$ cat src/rtl/ppa_chunk_serial_adder.sv
// Digit-serial add/subtract: CHUNK bits per cycle through a generate/propagate
// prefix chain, with the inter-chunk carry held in a register.
module ppa_chunk_serial_adder #(
   parameter int WIDTH = 32,
   parameter int CHUNK = 4
) (
   input  logic             clk,
   input  logic             rst_n,
   input  logic             in_valid,
   output logic             in_ready,
   input  logic             op_sub,
   input  logic [WIDTH-1:0] a,
   input  logic [WIDTH-1:0] b,
   input  logic             cin,
   output logic             out_valid,
   input  logic             out_ready,
   output logic [WIDTH-1:0] sum,
   output logic             cout,
   output logic             ovf
);
   localparam int NCHUNK = WIDTH / CHUNK;
   localparam int CW     = (NCHUNK > 1) ? $clog2(NCHUNK) : 1;
   localparam logic [CW-1:0]    LAST_CNT   = CW'(NCHUNK - 1);
   localparam logic [WIDTH-1:0] CHUNK_MASK = WIDTH'({CHUNK{1'b1}});

   typedef enum logic [1:0] {
      ST_IDLE = 2'd0,
      ST_RUN  = 2'd1,
      ST_DONE = 2'd2
   } state_e;

   state_e           state_q, state_d;
   logic [CW-1:0]    cnt_q, cnt_d;
   logic             carry_q, carry_d;
   logic             cout_q, cout_d;
   logic             ovf_q, ovf_d;
   logic [WIDTH-1:0] a_q, a_d;
   logic [WIDTH-1:0] b_q, b_d;
   logic [WIDTH-1:0] sum_q, sum_d;

   logic [31:0]      base_s;
   logic [CHUNK-1:0] ca_s, cb_s, p_s, g_s, cs_s;
   logic [CHUNK:0]   c_s;

   // Grey-cell chain: c[0] is the seed (carry reg as g_lsb, p_lsb = 0).
   function automatic logic [CHUNK:0] prefix_carry(input logic [CHUNK-1:0] p,
                                                   input logic [CHUNK-1:0] g,
                                                   input logic             c0);
      logic [CHUNK:0] c;
      c[0] = c0;
      for (int i = 0; i < CHUNK; i++) begin
         c[i+1] = g[i] | (p[i] & c[i]);
      end
      return c;
   endfunction

   // Current chunk: pre-processing, carry chain and post-processing.
   always_comb begin
      base_s = 32'(cnt_q) * 32'(CHUNK);
      ca_s   = CHUNK'(a_q >> base_s);
      cb_s   = CHUNK'(b_q >> base_s);
      p_s    = ca_s ^ cb_s;
      g_s    = ca_s & cb_s;
      c_s    = prefix_carry(p_s, g_s, carry_q);
      cs_s   = p_s ^ c_s[CHUNK-1:0];
   end

   // Next-state and datapath register updates.
   always_comb begin
      state_d = state_q;
      cnt_d   = cnt_q;
      carry_d = carry_q;
      cout_d  = cout_q;
      ovf_d   = ovf_q;
      a_d     = a_q;
      b_d     = b_q;
      sum_d   = sum_q;
      case (state_q)
         ST_IDLE: begin
            if (in_valid) begin
               a_d     = a;
               b_d     = b ^ {WIDTH{op_sub}};
               carry_d = cin;
               cnt_d   = {CW{1'b0}};
               state_d = ST_RUN;
            end else begin
               state_d = ST_IDLE;
            end
         end
         ST_RUN: begin
            sum_d   = (sum_q & ~(CHUNK_MASK << base_s)) | (WIDTH'(cs_s) << base_s);
            carry_d = c_s[CHUNK];
            if (cnt_q == LAST_CNT) begin
               cout_d  = c_s[CHUNK];
               ovf_d   = c_s[CHUNK] ^ c_s[CHUNK-1];
               state_d = ST_DONE;
            end else begin
               cnt_d   = cnt_q + CW'(1);
               state_d = ST_RUN;
            end
         end
         ST_DONE: begin
            if (out_ready) begin
               state_d = ST_IDLE;
            end else begin
               state_d = ST_DONE;
            end
         end
         default: begin
            state_d = ST_IDLE;
         end
      endcase
   end

   // State and datapath registers with synchronous active-low reset.
   always_ff @(posedge clk) begin
      if (!rst_n) begin
         state_q <= ST_IDLE;
         cnt_q   <= {CW{1'b0}};
         carry_q <= 1'b0;
         cout_q  <= 1'b0;
         ovf_q   <= 1'b0;
         a_q     <= {WIDTH{1'b0}};
         b_q     <= {WIDTH{1'b0}};
         sum_q   <= {WIDTH{1'b0}};
      end else begin
         state_q <= state_d;
         cnt_q   <= cnt_d;
         carry_q <= carry_d;
         cout_q  <= cout_d;
         ovf_q   <= ovf_d;
         a_q     <= a_d;
         b_q     <= b_d;
         sum_q   <= sum_d;
      end
   end

   assign in_ready  = rst_n & (state_q == ST_IDLE);
   assign out_valid = (state_q == ST_DONE);
   assign sum       = sum_q;
   assign cout      = cout_q;
   assign ovf       = ovf_q;

endmodule

$ cat config.mk
export PLATFORM = sky130hd
export DESIGN_NAME = ppa_chunk_serial_adder
export DESIGN_NICKNAME = d
export VERILOG_FILES = /design/src/rtl/ppa_chunk_serial_adder.sv
export SDC_FILE = /design/constraint.sdc
export NUM_CORES = 1
export LEC_CHECK = 0
export ABC_AREA = 1
export ABC_CLOCK_PERIOD_IN_PS = 3400
export CORE_MARGIN = 3
export CORE_UTILIZATION = 51
export DETAILED_ROUTE_END_ITERATION = 10
export GPL_TIMING_DRIVEN = 1
export PLACE_DENSITY = 0.89
export SLEW_MARGIN = 30
export SYNTH_ARGS = -nofsm -noshare
export SYNTH_HDL_FRONTEND = slang
export SYNTH_SLANG_ARGS = --single-unit
$ cat constraint.sdc
create_clock -name clk -period 3.4 [get_ports clk]
set_input_delay 0.34 -clock clk [delete_from_list [all_inputs] [get_ports clk]]
set_output_delay 0.34 -clock clk [all_outputs]
set_load 0.02 [all_outputs]
==> results.py, run 1 <==
metrics = {
    "status": {
        "status": "complete, no violations",
    },
    "yosys": {
        "ys_seq_area_share_pct": 40.7,
        "synth_top_family_by_area": "simple AND/OR/NAND/NOR gates",
        "synth_seq_cells": 104,
        "synth_compound_area_share_pct": 9.65,
        "synth_simple_gate_area_share_pct": 31.8,
        "synth-adder-area-share_pct": 3.04,
        "ys_top_cells_by_area": "dfxtp_1 41%, nand2_1 18%, nor2_1 8.5%, a21oi_1 5.9%, xnor2_1 5.7%",
        "synthXorXnorAreaFrac_pct": 5.66,
        "synth_top_area_share_pct": 40.7,
        "syn_inst": 759,
        "netlist_top_cells_count": "243 x nand2_1, 116 x nor2_1, 104 x dfxtp_1",
        "async_reset_ff_share_pct": 0,
        "syn_area_mm2": 0.00511,
        "ys.flop_type": "dfxtp_1",
        "synth_top_area_cell": "dfxtp_1",
        "synthMuxAreaShare_pct": 0,
        "synth_nets": 839,
        "synth-edff-count": 0,
        "syn_avg_cell_area_um2": 6.73,
        "post-synth-top-count-cell": "nand2_1",
        "synth_warnings": 0,
        "synthDistinctLibCells": 26,
    },
    "cts": {
        "cts_setup_buffers": 0,
        "cts_resized": 0,
        "cts_made_buffers": 9,
        "worstSkewPairLatency_ps": 370,
        "postCtsHoldBufs": 0,
        "clkSlewWorstSetupHoldPaths_ps": 100,
        "cts_root_buffer": "clkbuf_8",
        "cts_sinks": 104,
        "htree_levels": 3,
        "cts_tree": "done",
        "clk_path_buf_depth": 2,
    },
    "grt": {
        "grt_start_max_net_pins": 71,
        "grt_pass1_wl_mm": 20.6,
        "grtUsageTotal_pct": 21.9,
        "overflow": 0,
        "grt_pass1_vias": 4653,
        "antenna_found_initial": 0,
    },
    "route": {
        "viasPerCell": 4.95,
        "drtAntennaViolNets": 0,
        "wire_per_inst_um": 12.4,
        "drt-initial-drc-count": 319,
        "first_pass_iters": 5,
        "drt_wl_total_mm": 12.1,
        "drc": 0,
        "vias": 4820,
    },
    "timing": {
        "setup_viol": 0,
        "final.period_utilization_pct": 90.0,
        "slew_viol_final": 0,
        "worst_pin_slew_ps": 824,
        "rsz0062_at_grt": "false",
        "skew_ps": 12.4,
        "clock.fmax_mhz": 327,
        "post-route-min-period_ps": 3060,
        "fin_ws_ps": 341,
        "max-slew-margin-rel_pct": 45.1,
        "hold_viol_final": 0,
        "setup_tns_ps": 0,
    },
    "cells_and_area": {
        "diodes": 0,
        "syn_to_final_growth_pct": 24.5,
        "drive_gt1_share_pct": 4.15,
        "stdcell_count": 973,
        "finalNetCount": 919,
        "finalInstanceArea_mm2": 0.00636,
        "fillCellCount": 797,
        "final_util_pct": 66.9,
    },
    "placed_design": {
        "dpl_cell_area_mm2": 0.00615,
        "dp_cells": 957,
        "place.detailed.hpwl_mm": 8.77,
        "gp_congestion": 0.894,
        "pre_cts_slack_ps": 420,
        "port_buffers": 105,
    },
    "worst_setup_path": {
        "crit_path_start_kind": "flip-flop",
        "worstPathArrival_ps": 3360,
        "cp_data_required_time_ps": 3700,
        "startpoint": "cnt_q[0]",
        "path_class": "flip-flop to flip-flop",
        "r2r_start": "cnt_q[0]",
        "rrSetupSlack_ps": 340,
        "crit_fanout": 30,
        "endpoint_kind": "flip-flop",
    },
    "floorplanning": {
        "boundaryPins": 106,
        "initial_core_util_pct": 53.8,
        "die_w_um": 106,
        "die_area_mm2": 0.0113,
        "core_area_mm2": 0.00950,
        "rows": 35,
        "die_h_um": 106,
    },
    "power": {
        "peakVddDrop_mv": 0.270,
        "p_per_area_mw_per_mm2": 436,
        "leakage_nw": 2.64,
    },
    "min_path": {
        "hp-class": "flip-flop to flip-flop",
        "worstHoldStart": "a_q[28]",
    },
    "job": {
        "drv_cap": 0,
    },
}
==> registers in the layout, indices dropped and copies added (netlist names) <==
signal and flops:
state_q 2, sum 32, ovf 1, b_q 32
cout 1, a_q 32, carry_q 1, cnt_q 3
==> path summary, 6_finish.rpt <==
check,to,cells past startpoint
hold reg to reg,a_q[28],2
setup reg to reg,sum[7],16
hold / removal,a_q[28],2
setup / recovery,sum[7],16
==> through the flow <==
| stage | hold slack (ps) | total power, mW |
|---|---|---|
| global placement | 448 | 1.99 |
| detailed placement | 447 | 2.00 |
| global route | 489 | 2.92 |
| finish | 461 | 2.78 |
| CTS | 461 | 2.78 |
| floorplan | 429 | 1.79 |
==> routing by layer <==
metal  global-route usage, %  vias up  part of all wire, %
met5                       0        -                    0
met4                    8.05        0                  2.2
met3                    5.28       28                  6.8
met2                    36.0      166                   47
met1                    28.0     2129                   44
li1                        -     2497                    -
==> worst max-delay path, cell delays in order, from the launching register on <==
cell	delay (ps)
dfxtp_1	370
buf_4	300
nand2_1	120
nand3_1	110
nand2_1	60
nand2_1	50
nand2_1	70
fa_1	380
inv_1	80
fa_1	180
fa_1	210
inv_1	60
fa_1	520
nand2_1	80
nor2_1	150
nand2_1	70
a21oi_1	170
==> cell usage in the layout, fill, tap and decap left out, drive strengths merged <==
cell type,netlist,final
nand2,245,245
nor2,119,119
dfxtp,104,104
clkdlybuf4s50,0,103
inv,60,61
a21oi,60,60
o21ai,37,37
xnor2,33,33
nand3,32,32
buf,33,12
clkbuf,13,11
nand4,6,6
ha,6,6
nor3,4,4
fa,4,4
clkinvlp,0,2
clkinv,1,2
nand3b,1,1
a21boi,1,1
bufinv,0,1
==> power breakdown <==
part / internal (mW) / leakage [nW] / total [mW] / switching, mW
clock: 0.367 / 0.0977 / 0.795 / 0.427
combinational: 0.272 / 1.69 / 0.640 / 0.369
sequential: 1.30 / 0.854 / 1.34 / 0.0419
total: 1.94 / 2.64 / 2.78 / 0.838
==> area by class of cell <==
class | instances | area [um2] | area share (%)
Timing Repair Buffer | 115 | 1120 | 17.5
Tap cell | 129 | 161 | 2.54
Inverter | 61 | 234 | 3.68
Sequential cell | 104 | 2080 | 32.7
Multi-Input combinational cell | 548 | 2560 | 40.3
Clock inverter | 5 | 65.1 | 1.02
Clock buffer | 11 | 141 | 2.22
==> cell families (layout without fill, tap and decap cells) <==
logic type	count (synthesis)	count (layout)
adder cells (fa/ha/maj)	10	10
AND/OR/NAND/NOR	407	407
buffers and inverters	107	192
AO/OA/AOI/OAI	98	98
flip-flops	104	104
XOR/XNOR	33	33
Note: power is estimated with default switching activity, not from simulation.
==> run 2, diff against run 1 <==
- CORE_MARGIN: 3 -> 10
==> run 2 against run 1 <==
  * First-iteration DRC count increased by 27%
  * Via count increased by 0.60%
  * Maximum frequency increased by 2.8%
  * Global-route usage decreased by 3.9 points
  * Sequential power about the same
  * Cell count increased by 0.92%
  * Worst setup slack improved by 82 ps
  * Flip-flop and latch count unchanged
==> results.py, run 2 (same netlist as run 1, synthesis figures left out) <==
metrics = {
    "status": {
        "status": "complete, no violations",
    },
    "cts": {
        "postCtsHoldBufs": 0,
        "htree_levels": 3,
        "cts_resized": 0,
        "cts_sinks": 104,
        "cts_made_buffers": 9,
        "clkSlewWorstSetupHoldPaths_ps": 110,
        "cts_setup_buffers": 0,
        "clk_path_buf_depth": 2,
        "cts_tree": "done",
        "worstSkewPairLatency_ps": 390,
        "cts_root_buffer": "clkbuf_8",
    },
    "route": {
        "vias": 4849,
        "drt_wl_total_mm": 12.7,
        "first_pass_iters": 7,
        "viasPerCell": 4.94,
        "drtAntennaViolNets": 0,
        "wire_per_inst_um": 13.0,
        "drc": 0,
        "drt-initial-drc-count": 404,
    },
    "power": {
        "power_frac_comb_pct": 23.1,
        "swShare_pct": 31.0,
        "leakage_nw": 2.68,
        "seq_power_share_pct": 47.8,
        "clkPwrFrac_pct": 29.1,
        "p_int_mw": 1.93,
        "peakVddDrop_mv": 0.204,
        "p_sw_uw": 868,
        "p_per_area_mw_per_mm2": 437,
    },
    "grt": {
        "grtUsageTotal_pct": 18.1,
        "grt_pass1_wl_mm": 21.8,
        "grt_pass1_vias": 4724,
        "antenna_found_initial": 0,
        "grt_start_max_net_pins": 71,
        "overflow": 0,
    },
    "timing": {
        "worst_pin_slew_ps": 823,
        "setup_tns_ps": 0,
        "clock.fmax_mhz": 336,
        "slew_viol_final": 0,
        "rsz0062_at_grt": "false",
        "setup_viol": 0,
        "hold_viol_final": 0,
        "final.period_utilization_pct": 87.5,
        "post-route-min-period_ps": 2980,
        "skew_ps": 17.0,
        "max-slew-margin-rel_pct": 45.2,
        "fin_hold_ws_ps": 462,
    },
    "cells_and_area": {
        "layout_commonest_cell": "nand2_1",
        "finalNetCount": 924,
        "layout_common_cells": "243 x nand2_1, 116 x nor2_1, 104 x dfxtp_1",
        "diodes": 0,
        "syn_to_final_growth_pct": 25.6,
        "final_util_pct": 65.6,
        "drive_gt1_share_pct": 4.83,
        "stdcell_count": 982,
    },
    "placed_design": {
        "place.detailed.hpwl_mm": 9.26,
        "port_buffers": 105,
        "dp_cells": 966,
        "gp_congestion": 0.853,
    },
    "floorplanning": {
        "die_w_um": 120,
        "boundaryPins": 106,
        "initial_core_util_pct": 52.3,
        "core_area_mm2": 0.00977,
        "rows": 36,
        "die_area_mm2": 0.0144,
        "die_h_um": 120,
    },
    "worst_setup_path": {
        "crit_fanout": 13,
        "worstPathArrival_ps": 3240,
        "path_class": "flip-flop to flip-flop",
        "endpoint_kind": "flip-flop",
        "crit_path_start_kind": "flip-flop",
        "cp_data_required_time_ps": 3660,
    },
    "job": {
        "drv_cap": 0,
    },
    "min_path": {
        "hp-class": "flip-flop to flip-flop",
    },
}
run 2: cell type report:
type | count | area [um2]
tap | 133 | 166
timing repair buffer | 120 | 1170
inverter | 61 | 231
sequential | 104 | 2080
clock inverter | 7 | 85.1
fill | 881 | 3360
clock buffer | 9 | 124
multi-input combinational | 548 | 2560
run 2: power groups by stage:
| stage | logic, mW | registers [mW] | clock network, mW |
|---|---|---|---|
| detailed placement | 0.641 | 1.37 | 0 |
| CTS | 0.648 | 1.34 | 0.825 |
| global route | 0.733 | 1.35 | 0.873 |
| global placement | 0.628 | 1.36 | 0 |
| floorplan | 0.421 | 1.37 | 0 |
| finish | 0.647 | 1.34 | 0.816 |
run 2: worst paths after layout:
path | from | cells past startpoint | endpoint | slack, ps
max | cnt_q[0] | 17 | sum[27] | 420
min | a_q[28] | 2 | a_q[28] | 460
max reg2reg | cnt_q[0] | 17 | sum[27] | 420
min reg2reg | a_q[28] | 2 | a_q[28] | 460
run 2: metrics by stage:
stage / total power [mW] / setup WS [ps] / cell area [um2]
floorplan: 1.79 / 525 / 5110
global placement: 1.99 / 564 / 6210
detailed placement: 2.01 / 455 / 6210
CTS: 2.81 / 433 / 6420
global route: 2.95 / 200 / 6420
finish: 2.80 / 424 / 6420
run 2: worst max-delay path: stages, from the launching register on:
cell     delay [ps]
dfxtp_1         390
inv_1            90
buf_4           190
nand2_1          80
nand3_1          70
nand2_1          70
nand2_1          40
nand2_1          80
fa_1            160
inv_1            40
fa_1            380
fa_1            420
inv_1            90
fa_1            450
nand2_1         110
nor2_1           60
nand2_1          70
a21oi_1          60
run 2: layer usage:
metal  share of wire [%]  GRT usage (%)  vias up  routed length (um)
met5                   0              0        -                   0
met2                  48           30.7      158                6130
met4                 2.6           8.30        0                 332
met3                 6.8           3.98       27                 870
li1                    -              -     2509                   -
met1                  42           21.2     2155                5390
